<file path="config.mk">
export PLATFORM = sky130hd
export DESIGN_NAME = axicb_slv_wr_arbiter_flat
export DESIGN_NICKNAME = d
export VERILOG_FILES = /design/src/rtl/axicb_slv_wr_arbiter_if.sv /design/src/rtl/axicb_slv_wr_arbiter.sv /design/src/flat_wrapper.sv
export SDC_FILE = /design/constraint.sdc
export NUM_CORES = 1
export LEC_CHECK = 0
export CAP_MARGIN = 20
export CORE_MARGIN = 2
export CORE_UTILIZATION = 39
export DETAILED_ROUTE_END_ITERATION = 10
export PLACE_DENSITY = 0.85
export SETUP_SLACK_MARGIN = 0.02
export SYNTH_ARGS = -nofsm -noshare
export SYNTH_HDL_FRONTEND = slang
export SYNTH_SLANG_ARGS = --single-unit
</file>
<file path="constraint.sdc">
create_clock -name aclk -period 4.05 [get_ports aclk]
set_clock_uncertainty 0.1 [all_clocks]
set_input_delay 0.81 -clock aclk [delete_from_list [all_inputs] [get_ports aclk]]
set_output_delay 0.81 -clock aclk [all_outputs]
set_load 0.01 [all_outputs]
</file>
<file path="src/rtl/axicb_slv_wr_arbiter_if.sv">
// rtl/axicb_slv_wr_arbiter_if.sv - master-side and slave-side write channels of one slave write arbiter
// Modport slave is the arbiter's view; modport master is the environment's view.
interface axicb_slv_wr_arbiter_if #(
  parameter int MST_NB     = 4,
  parameter int AWCH_W     = 8,
  parameter int WCH_W      = 8,
  parameter int BCH_W      = 10,
  parameter int OSTD_DEPTH = 4
);
  logic [MST_NB-1:0]        i_awvalid;
  logic [MST_NB-1:0]        i_awready;
  logic [MST_NB*AWCH_W-1:0] i_awch;
  logic [MST_NB-1:0]        i_wvalid;
  logic [MST_NB-1:0]        i_wlast;
  logic [MST_NB-1:0]        i_wready;
  logic [MST_NB*WCH_W-1:0]  i_wch;
  logic [MST_NB-1:0]        i_bvalid;
  logic [MST_NB-1:0]        i_bready;
  logic [BCH_W-1:0]         i_bch;

  logic                     o_awvalid;
  logic                     o_awready;
  logic [AWCH_W-1:0]        o_awch;
  logic                     o_wvalid;
  logic                     o_wready;
  logic                     o_wlast;
  logic [WCH_W-1:0]         o_wch;
  logic                     o_bvalid;
  logic                     o_bready;
  logic [BCH_W-1:0]         o_bch;

  logic [$clog2(OSTD_DEPTH):0] o_ostd;

  modport slave (
    input  i_awvalid, i_awch, i_wvalid, i_wlast, i_wch, i_bready,
    input  o_awready, o_wready, o_bvalid, o_bch,
    output i_awready, i_wready, i_bvalid, i_bch,
    output o_awvalid, o_awch, o_wvalid, o_wlast, o_wch, o_bready, o_ostd
  );

  modport master (
    output i_awvalid, i_awch, i_wvalid, i_wlast, i_wch, i_bready,
    output o_awready, o_wready, o_bvalid, o_bch,
    input  i_awready, i_wready, i_bvalid, i_bch,
    input  o_awvalid, o_awch, o_wvalid, o_wlast, o_wch, o_bready, o_ostd
  );
endinterface

</file>
<file path="src/rtl/axicb_slv_wr_arbiter.sv">
// rtl/axicb_slv_wr_arbiter.sv - round-robin AW arbiter with in-order W and B routing for one slave
// AXICB_WRARB_PRIO0_EN: master 0 strictly preempts round-robin at every selection.
module axicb_slv_wr_arbiter #(
  parameter int MST_NB     = 4,
  parameter int AWCH_W     = 8,
  parameter int WCH_W      = 8,
  parameter int BCH_W      = 10,
  parameter int OSTD_DEPTH = 4
) (
  input logic                   aclk,
  input logic                   srst,
  axicb_slv_wr_arbiter_if.slave bus
);
  localparam int IDX_W = $clog2(MST_NB);
  localparam int PTR_W = $clog2(OSTD_DEPTH);
  localparam int CNT_W = PTR_W + 1;

  typedef enum logic {IDLE, GRANT} aw_state_e;

  aw_state_e        state_q, state_d;
  logic [IDX_W-1:0] grant_q, grant_d;
  logic [IDX_W-1:0] rr_ptr_q, rr_ptr_d;
  logic [IDX_W-1:0] sel_idx;
  logic             sel_found;
  logic             aw_hs;

  logic [IDX_W-1:0] wfifo_mem_q [OSTD_DEPTH];
  logic [PTR_W-1:0] wfifo_wr_q, wfifo_rd_q;
  logic [CNT_W-1:0] wfifo_cnt_q;
  logic [IDX_W-1:0] bfifo_mem_q [OSTD_DEPTH];
  logic [PTR_W-1:0] bfifo_wr_q, bfifo_rd_q;
  logic [CNT_W-1:0] bfifo_cnt_q;

  logic             wfifo_empty, wfifo_full, bfifo_empty, bfifo_full;
  logic [IDX_W-1:0] w_head, b_head;
  logic             w_pop, b_pop;
  logic [MST_NB-1:0] awready_v, wready_v, bvalid_v;

  function automatic logic [IDX_W-1:0] wrap_add(input logic [IDX_W-1:0] base, input int off);
    logic [IDX_W:0] sum;
    sum = {1'b0, base} + (IDX_W+1)'(off);
    if (sum >= (IDX_W+1)'(MST_NB)) sum = sum - (IDX_W+1)'(MST_NB);
    return sum[IDX_W-1:0];
  endfunction

  assign wfifo_empty = (wfifo_cnt_q == '0);
  assign wfifo_full  = (wfifo_cnt_q == CNT_W'(OSTD_DEPTH));
  assign bfifo_empty = (bfifo_cnt_q == '0);
  assign bfifo_full  = (bfifo_cnt_q == CNT_W'(OSTD_DEPTH));
  assign w_head      = wfifo_mem_q[wfifo_rd_q];
  assign b_head      = bfifo_mem_q[bfifo_rd_q];

  always_comb begin
    sel_found = 1'b0;
    sel_idx   = '0;
    for (int i = 0; i < MST_NB; i++) begin
      if (!sel_found && bus.i_awvalid[wrap_add(rr_ptr_q, i)]) begin
        sel_found = 1'b1;
        sel_idx   = wrap_add(rr_ptr_q, i);
      end
    end
`ifdef AXICB_WRARB_PRIO0_EN
    if (bus.i_awvalid[0]) begin
      sel_found = 1'b1;
      sel_idx   = '0;
    end
`else
`endif
  end

  // Room in both FIFOs is checked at grant time, so the handshake can always push.
  always_comb begin
    state_d  = state_q;
    grant_d  = grant_q;
    rr_ptr_d = rr_ptr_q;
    aw_hs    = 1'b0;
    case (state_q)
      IDLE: begin
        if (sel_found && !wfifo_full && !bfifo_full) begin
          state_d = GRANT;
          grant_d = sel_idx;
        end
      end
      GRANT: begin
        if (bus.o_awready) begin
          aw_hs    = 1'b1;
          state_d  = IDLE;
          rr_ptr_d = wrap_add(grant_q, 1);
        end
      end
      default: state_d = IDLE;
    endcase
  end

  always_comb begin
    awready_v = '0;
    wready_v  = '0;
    bvalid_v  = '0;
    if (state_q == GRANT) awready_v[grant_q] = bus.o_awready;
    if (!wfifo_empty)     wready_v[w_head]   = bus.o_wready;
    if (!bfifo_empty)     bvalid_v[b_head]   = bus.o_bvalid;
  end

  assign bus.o_awvalid = (state_q == GRANT);
  assign bus.o_awch    = bus.i_awch[grant_q*AWCH_W +: AWCH_W];
  assign bus.i_awready = awready_v;

  assign bus.o_wvalid  = !wfifo_empty && bus.i_wvalid[w_head];
  assign bus.o_wlast   = !wfifo_empty && bus.i_wlast[w_head];
  assign bus.o_wch     = bus.i_wch[w_head*WCH_W +: WCH_W];
  assign bus.i_wready  = wready_v;
  assign w_pop         = bus.o_wvalid && bus.o_wready && bus.o_wlast;

  assign bus.i_bvalid  = bvalid_v;
  assign bus.i_bch     = bus.o_bch;
  assign bus.o_bready  = !bfifo_empty && bus.i_bready[b_head];
  assign b_pop         = bus.o_bvalid && bus.o_bready;
  assign bus.o_ostd    = bfifo_cnt_q;

  always_ff @(posedge aclk) begin
    if (aw_hs) begin
      wfifo_mem_q[wfifo_wr_q] <= grant_q;
      bfifo_mem_q[bfifo_wr_q] <= grant_q;
    end
  end

  always_ff @(posedge aclk) begin
    if (srst) begin
      state_q     <= IDLE;
      grant_q     <= '0;
      rr_ptr_q    <= '0;
      wfifo_wr_q  <= '0;
      wfifo_rd_q  <= '0;
      wfifo_cnt_q <= '0;
      bfifo_wr_q  <= '0;
      bfifo_rd_q  <= '0;
      bfifo_cnt_q <= '0;
    end else begin
      state_q  <= state_d;
      grant_q  <= grant_d;
      rr_ptr_q <= rr_ptr_d;
      if (aw_hs) wfifo_wr_q <= wfifo_wr_q + 1'b1;
      if (w_pop) wfifo_rd_q <= wfifo_rd_q + 1'b1;
      if (aw_hs) bfifo_wr_q <= bfifo_wr_q + 1'b1;
      if (b_pop) bfifo_rd_q <= bfifo_rd_q + 1'b1;
      case ({aw_hs, w_pop})
        2'b10:   wfifo_cnt_q <= wfifo_cnt_q + 1'b1;
        2'b01:   wfifo_cnt_q <= wfifo_cnt_q - 1'b1;
        default: wfifo_cnt_q <= wfifo_cnt_q;
      endcase
      case ({aw_hs, b_pop})
        2'b10:   bfifo_cnt_q <= bfifo_cnt_q + 1'b1;
        2'b01:   bfifo_cnt_q <= bfifo_cnt_q - 1'b1;
        default: bfifo_cnt_q <= bfifo_cnt_q;
      endcase
    end
  end
endmodule

</file>
<file path="src/flat_wrapper.sv">
// flat-port wrapper written by rule: the top's interface ports become plain ports
module axicb_slv_wr_arbiter_flat 
#(
  parameter int MST_NB     = 4,
  parameter int AWCH_W     = 8,
  parameter int WCH_W      = 8,
  parameter int BCH_W      = 10,
  parameter int OSTD_DEPTH = 4
)
  (aclk, srst, bus_i_awvalid, bus_i_awch, bus_i_wvalid, bus_i_wlast, bus_i_wch, bus_i_bready, bus_o_awready, bus_o_wready, bus_o_bvalid, bus_o_bch, bus_i_awready, bus_i_wready, bus_i_bvalid, bus_i_bch, bus_o_awvalid, bus_o_awch, bus_o_wvalid, bus_o_wlast, bus_o_wch, bus_o_bready, bus_o_ostd);
  axicb_slv_wr_arbiter_if #(.MST_NB(MST_NB), .AWCH_W(AWCH_W), .WCH_W(WCH_W), .BCH_W(BCH_W), .OSTD_DEPTH(OSTD_DEPTH)) bus_i ();
  input logic aclk;
  input logic srst;
  input wire logic [$bits(bus_i.i_awvalid)-1:0] bus_i_awvalid;
  input wire logic [$bits(bus_i.i_awch)-1:0] bus_i_awch;
  input wire logic [$bits(bus_i.i_wvalid)-1:0] bus_i_wvalid;
  input wire logic [$bits(bus_i.i_wlast)-1:0] bus_i_wlast;
  input wire logic [$bits(bus_i.i_wch)-1:0] bus_i_wch;
  input wire logic [$bits(bus_i.i_bready)-1:0] bus_i_bready;
  input wire logic [$bits(bus_i.o_awready)-1:0] bus_o_awready;
  input wire logic [$bits(bus_i.o_wready)-1:0] bus_o_wready;
  input wire logic [$bits(bus_i.o_bvalid)-1:0] bus_o_bvalid;
  input wire logic [$bits(bus_i.o_bch)-1:0] bus_o_bch;
  output wire logic [$bits(bus_i.i_awready)-1:0] bus_i_awready;
  output wire logic [$bits(bus_i.i_wready)-1:0] bus_i_wready;
  output wire logic [$bits(bus_i.i_bvalid)-1:0] bus_i_bvalid;
  output wire logic [$bits(bus_i.i_bch)-1:0] bus_i_bch;
  output wire logic [$bits(bus_i.o_awvalid)-1:0] bus_o_awvalid;
  output wire logic [$bits(bus_i.o_awch)-1:0] bus_o_awch;
  output wire logic [$bits(bus_i.o_wvalid)-1:0] bus_o_wvalid;
  output wire logic [$bits(bus_i.o_wlast)-1:0] bus_o_wlast;
  output wire logic [$bits(bus_i.o_wch)-1:0] bus_o_wch;
  output wire logic [$bits(bus_i.o_bready)-1:0] bus_o_bready;
  output wire logic [$bits(bus_i.o_ostd)-1:0] bus_o_ostd;
  assign bus_i.i_awvalid = bus_i_awvalid;
  assign bus_i.i_awch = bus_i_awch;
  assign bus_i.i_wvalid = bus_i_wvalid;
  assign bus_i.i_wlast = bus_i_wlast;
  assign bus_i.i_wch = bus_i_wch;
  assign bus_i.i_bready = bus_i_bready;
  assign bus_i.o_awready = bus_o_awready;
  assign bus_i.o_wready = bus_o_wready;
  assign bus_i.o_bvalid = bus_o_bvalid;
  assign bus_i.o_bch = bus_o_bch;
  assign bus_i_awready = bus_i.i_awready;
  assign bus_i_wready = bus_i.i_wready;
  assign bus_i_bvalid = bus_i.i_bvalid;
  assign bus_i_bch = bus_i.i_bch;
  assign bus_o_awvalid = bus_i.o_awvalid;
  assign bus_o_awch = bus_i.o_awch;
  assign bus_o_wvalid = bus_i.o_wvalid;
  assign bus_o_wlast = bus_i.o_wlast;
  assign bus_o_wch = bus_i.o_wch;
  assign bus_o_bready = bus_i.o_bready;
  assign bus_o_ostd = bus_i.o_ostd;
  axicb_slv_wr_arbiter #(.MST_NB(MST_NB), .AWCH_W(AWCH_W), .WCH_W(WCH_W), .BCH_W(BCH_W), .OSTD_DEPTH(OSTD_DEPTH)) u_core (.aclk(aclk), .srst(srst), .bus(bus_i));
endmodule
</file>
==> impl_metrics.csv <==
group,metric,value,unit
run_status,status,"finished clean",
synth,yosysMostFrequentCell,"dfxtp_1",
cts,cts_tree,"done",
placed_design,io_buffers,119,
synth,synth_common_cells,"dfxtp_1 (23), nor2_1 (21), inv_1 (17), mux4_2 (17), edfxtp_1 (16)",
placed_design,dpl.hpwl,5032,um
synth,synth_area_leaders,"edfxtp_1 (19%), dfxtp_1 (18%), mux4_2 (15%)",
floorplanning,rows,29,
grt,grt_max_degree,21,
synth,synth_ff_type,"dfxtp_1",
finish,area_growth,51.30,%
floorplanning,die_w,84.06,um
sta,maxSlewViolCount,0,
sta,tightest_slew,818.0,ps
floorplanning,pin_count,140,
grt,grt_pass1_vias,2200,
synth,ys_seq_area_share,37.64,%
critical_path,cp.arrival,2820,ps
cts,clock_latency,290,ps
sta,rsz0062_at_grt,"no",
placed_design,placed_area,3692,sq um
finish,stdcell_area,3782,sq um
critical_path,critPathCaptureType,"primary output",
hold_path,hold_class,"register to register",
sta,fmax,267.8,MHz
grt,grtUsageMet2,32.76,%
synth,yosysUniqueCellTypes,43,
critical_path,crit_path_start_kind,"register",
grt,gr-max-usage-layer,"met2",
route,drc_errors,0,
critical_path,worst_r2r_path_depth,10,
sta,setup_slack,315.4,ps
floorplanning,initial_core_util,39.82,%
finish,drive_gt1_share,10.24,%
synth,syn_inst,222,
finish,fin_util,60.26,%
placed_design,gp_congestion,0.8300,
synth,synthArstFlopShare,0,%
sta,fin_crit_sh,92.21,%
synth,synth_nets,333,
route,via_per_inst,5.242,
placed_design,dp.cells,401,
cts,cts_sinks,39,
cts,ctsResizeCount,0,
flow_run,cap_viol_max_count,0,
route,first_pass_iters,4,
cts,postCtsSetupBuffers,0,
cts,cts.clk_slew.worst_paths,80,ps
route,num_vias,2144,
sta,finalSetupTns,0,ps
sta,relSlewSlack,45.39,%
cts,cts_buffers,5,
synth,yosysTopAreaCell,"edfxtp_1",
route,wirelength,6249,um
critical_path,critPathKind,"register to primary output",
finish,stdcell_count,409,
floorplanning,die_h,84.06,um
cts,hold_buffers,0,
grt,grt_pass1_wl,10110,um
grt,met3_usage,6.133,%
synth,synth_edf_count,16,
critical_path,crit_required,3140,ps
sta,final_hold_viol_count,0,
floorplanning,coreArea,6277,sq um
power,powerDensity,273.9,nW/um^2
finish,n_antenna_cell,0,
sta,holdWs,394.7,ps
floorplanning,die_area,7066,sq um
power,finalPower,1.036,mW
cts,clockRootBuffer,"clkbuf_8",
grt,overflow,0,
power,p_leak,1.395,nW
route,drtIter0Drc,99,
cts,clk_path_buf_depth,2,
cts,htreeDepth,2,
route,antenna_left,0,
synth,syn_area_per_cell,11.26,sq um
synth,synth_area,2500,sq um
synth,yosys_warnings,0,
synth,synth_top_cell_area_share,19.22,%
finish,final.fill_count,513,
sta,fin_crit,3735,ps
placed_design,dp_slack,551.6,ps
synth,yosys_register_bits,39,
route,routedWlPerCell,15.28,um
hold_path,holdPathStages,2,
critical_path,critPathMaxFanout,15,
power,vdd_drop_max,160.9,uV
finish,fin_nets,442,
grt,grt.total_usage,17.88,%
sta,setup_viol,0,
grt,antenna_found_initial,0,
grt,met1_usage,19.53,%
-- cell type report --
| cell class | count | area [sq um] | area share [%] |
|---|---|---|---|
| clock inverter | 1 | 3.754 | 0.09924 |
| clock buffer | 7 | 86.33 | 2.282 |
| tap | 77 | 96.34 | 2.547 |
| sequential | 39 | 940.9 | 24.88 |
| timing repair buffer | 121 | 1206 | 31.89 |
| multi-input combinational | 147 | 1385 | 36.62 |
| inverter | 17 | 63.81 | 1.687 |
-- final timing paths --
kind	start	endpoint	slack [ps]
hold / removal	u_core.wfifo_rd_q[1]	u_core.wfifo_rd_q[1]	390
setup / recovery	register	bus_i_wready[0]	320
setup reg to reg	register	u_core.wfifo_cnt_q[2]	550
hold reg to reg	u_core.wfifo_rd_q[1]	u_core.wfifo_rd_q[1]	390
-- logic make-up after synthesis --
group / share of synthesized area, %
AO/OA/AOI/OAI: 6.807
XOR/XNOR: 2.803
adder cells (fa/ha/maj): 8.609
buffers and inverters: 6.957
flip-flops: 37.64
multiplexers: 22.92
AND/OR/NAND/NOR: 14.26
-- routing by layer --
layer / wire, um / vias up
met4: 85 / 0
li1: - / 1017
met1: 2280 / 1004
met2: 3267 / 114
met3: 615 / 9
met5: 0 / -
-- where the power goes --
part | switching [mW] | internal, mW | total (mW)
Combinational | 0.116 | 0.200 | 0.317
Clock | 0.129 | 0.136 | 0.265
Sequential | 0.0262 | 0.428 | 0.454
Total | 0.272 | 0.765 | 1.04
-- critical path: stages (launching register included) --
cell and delay (ps):
dfxtp_1 400, mux4_1 900, or3b_2 590, nor2_1 110, clkdlybuf4s50_1 540
-- layout by cell type, fill, tap and decap left out, drive strengths merged, types with 2 or more instances in the layout --
cell type      count
xnor2              3
mux2               4
a21oi             12
mux4              21
clkbuf             7
o21ai              4
clkdlybuf4s50    119
and2               3
nand3              3
a31oi              2
xor2               5
fa                 2
ha                14
nor2              21
a211oi             3
mux2i              4
inv               17
nor2b              2
nand2             10
dfxtp             23
and3              13
nor3               2
or3                3
buf                2
nand3b             2
o21ba              2
nor3b              2
edfxtp            16
Power figures use the tool's default switching activity.
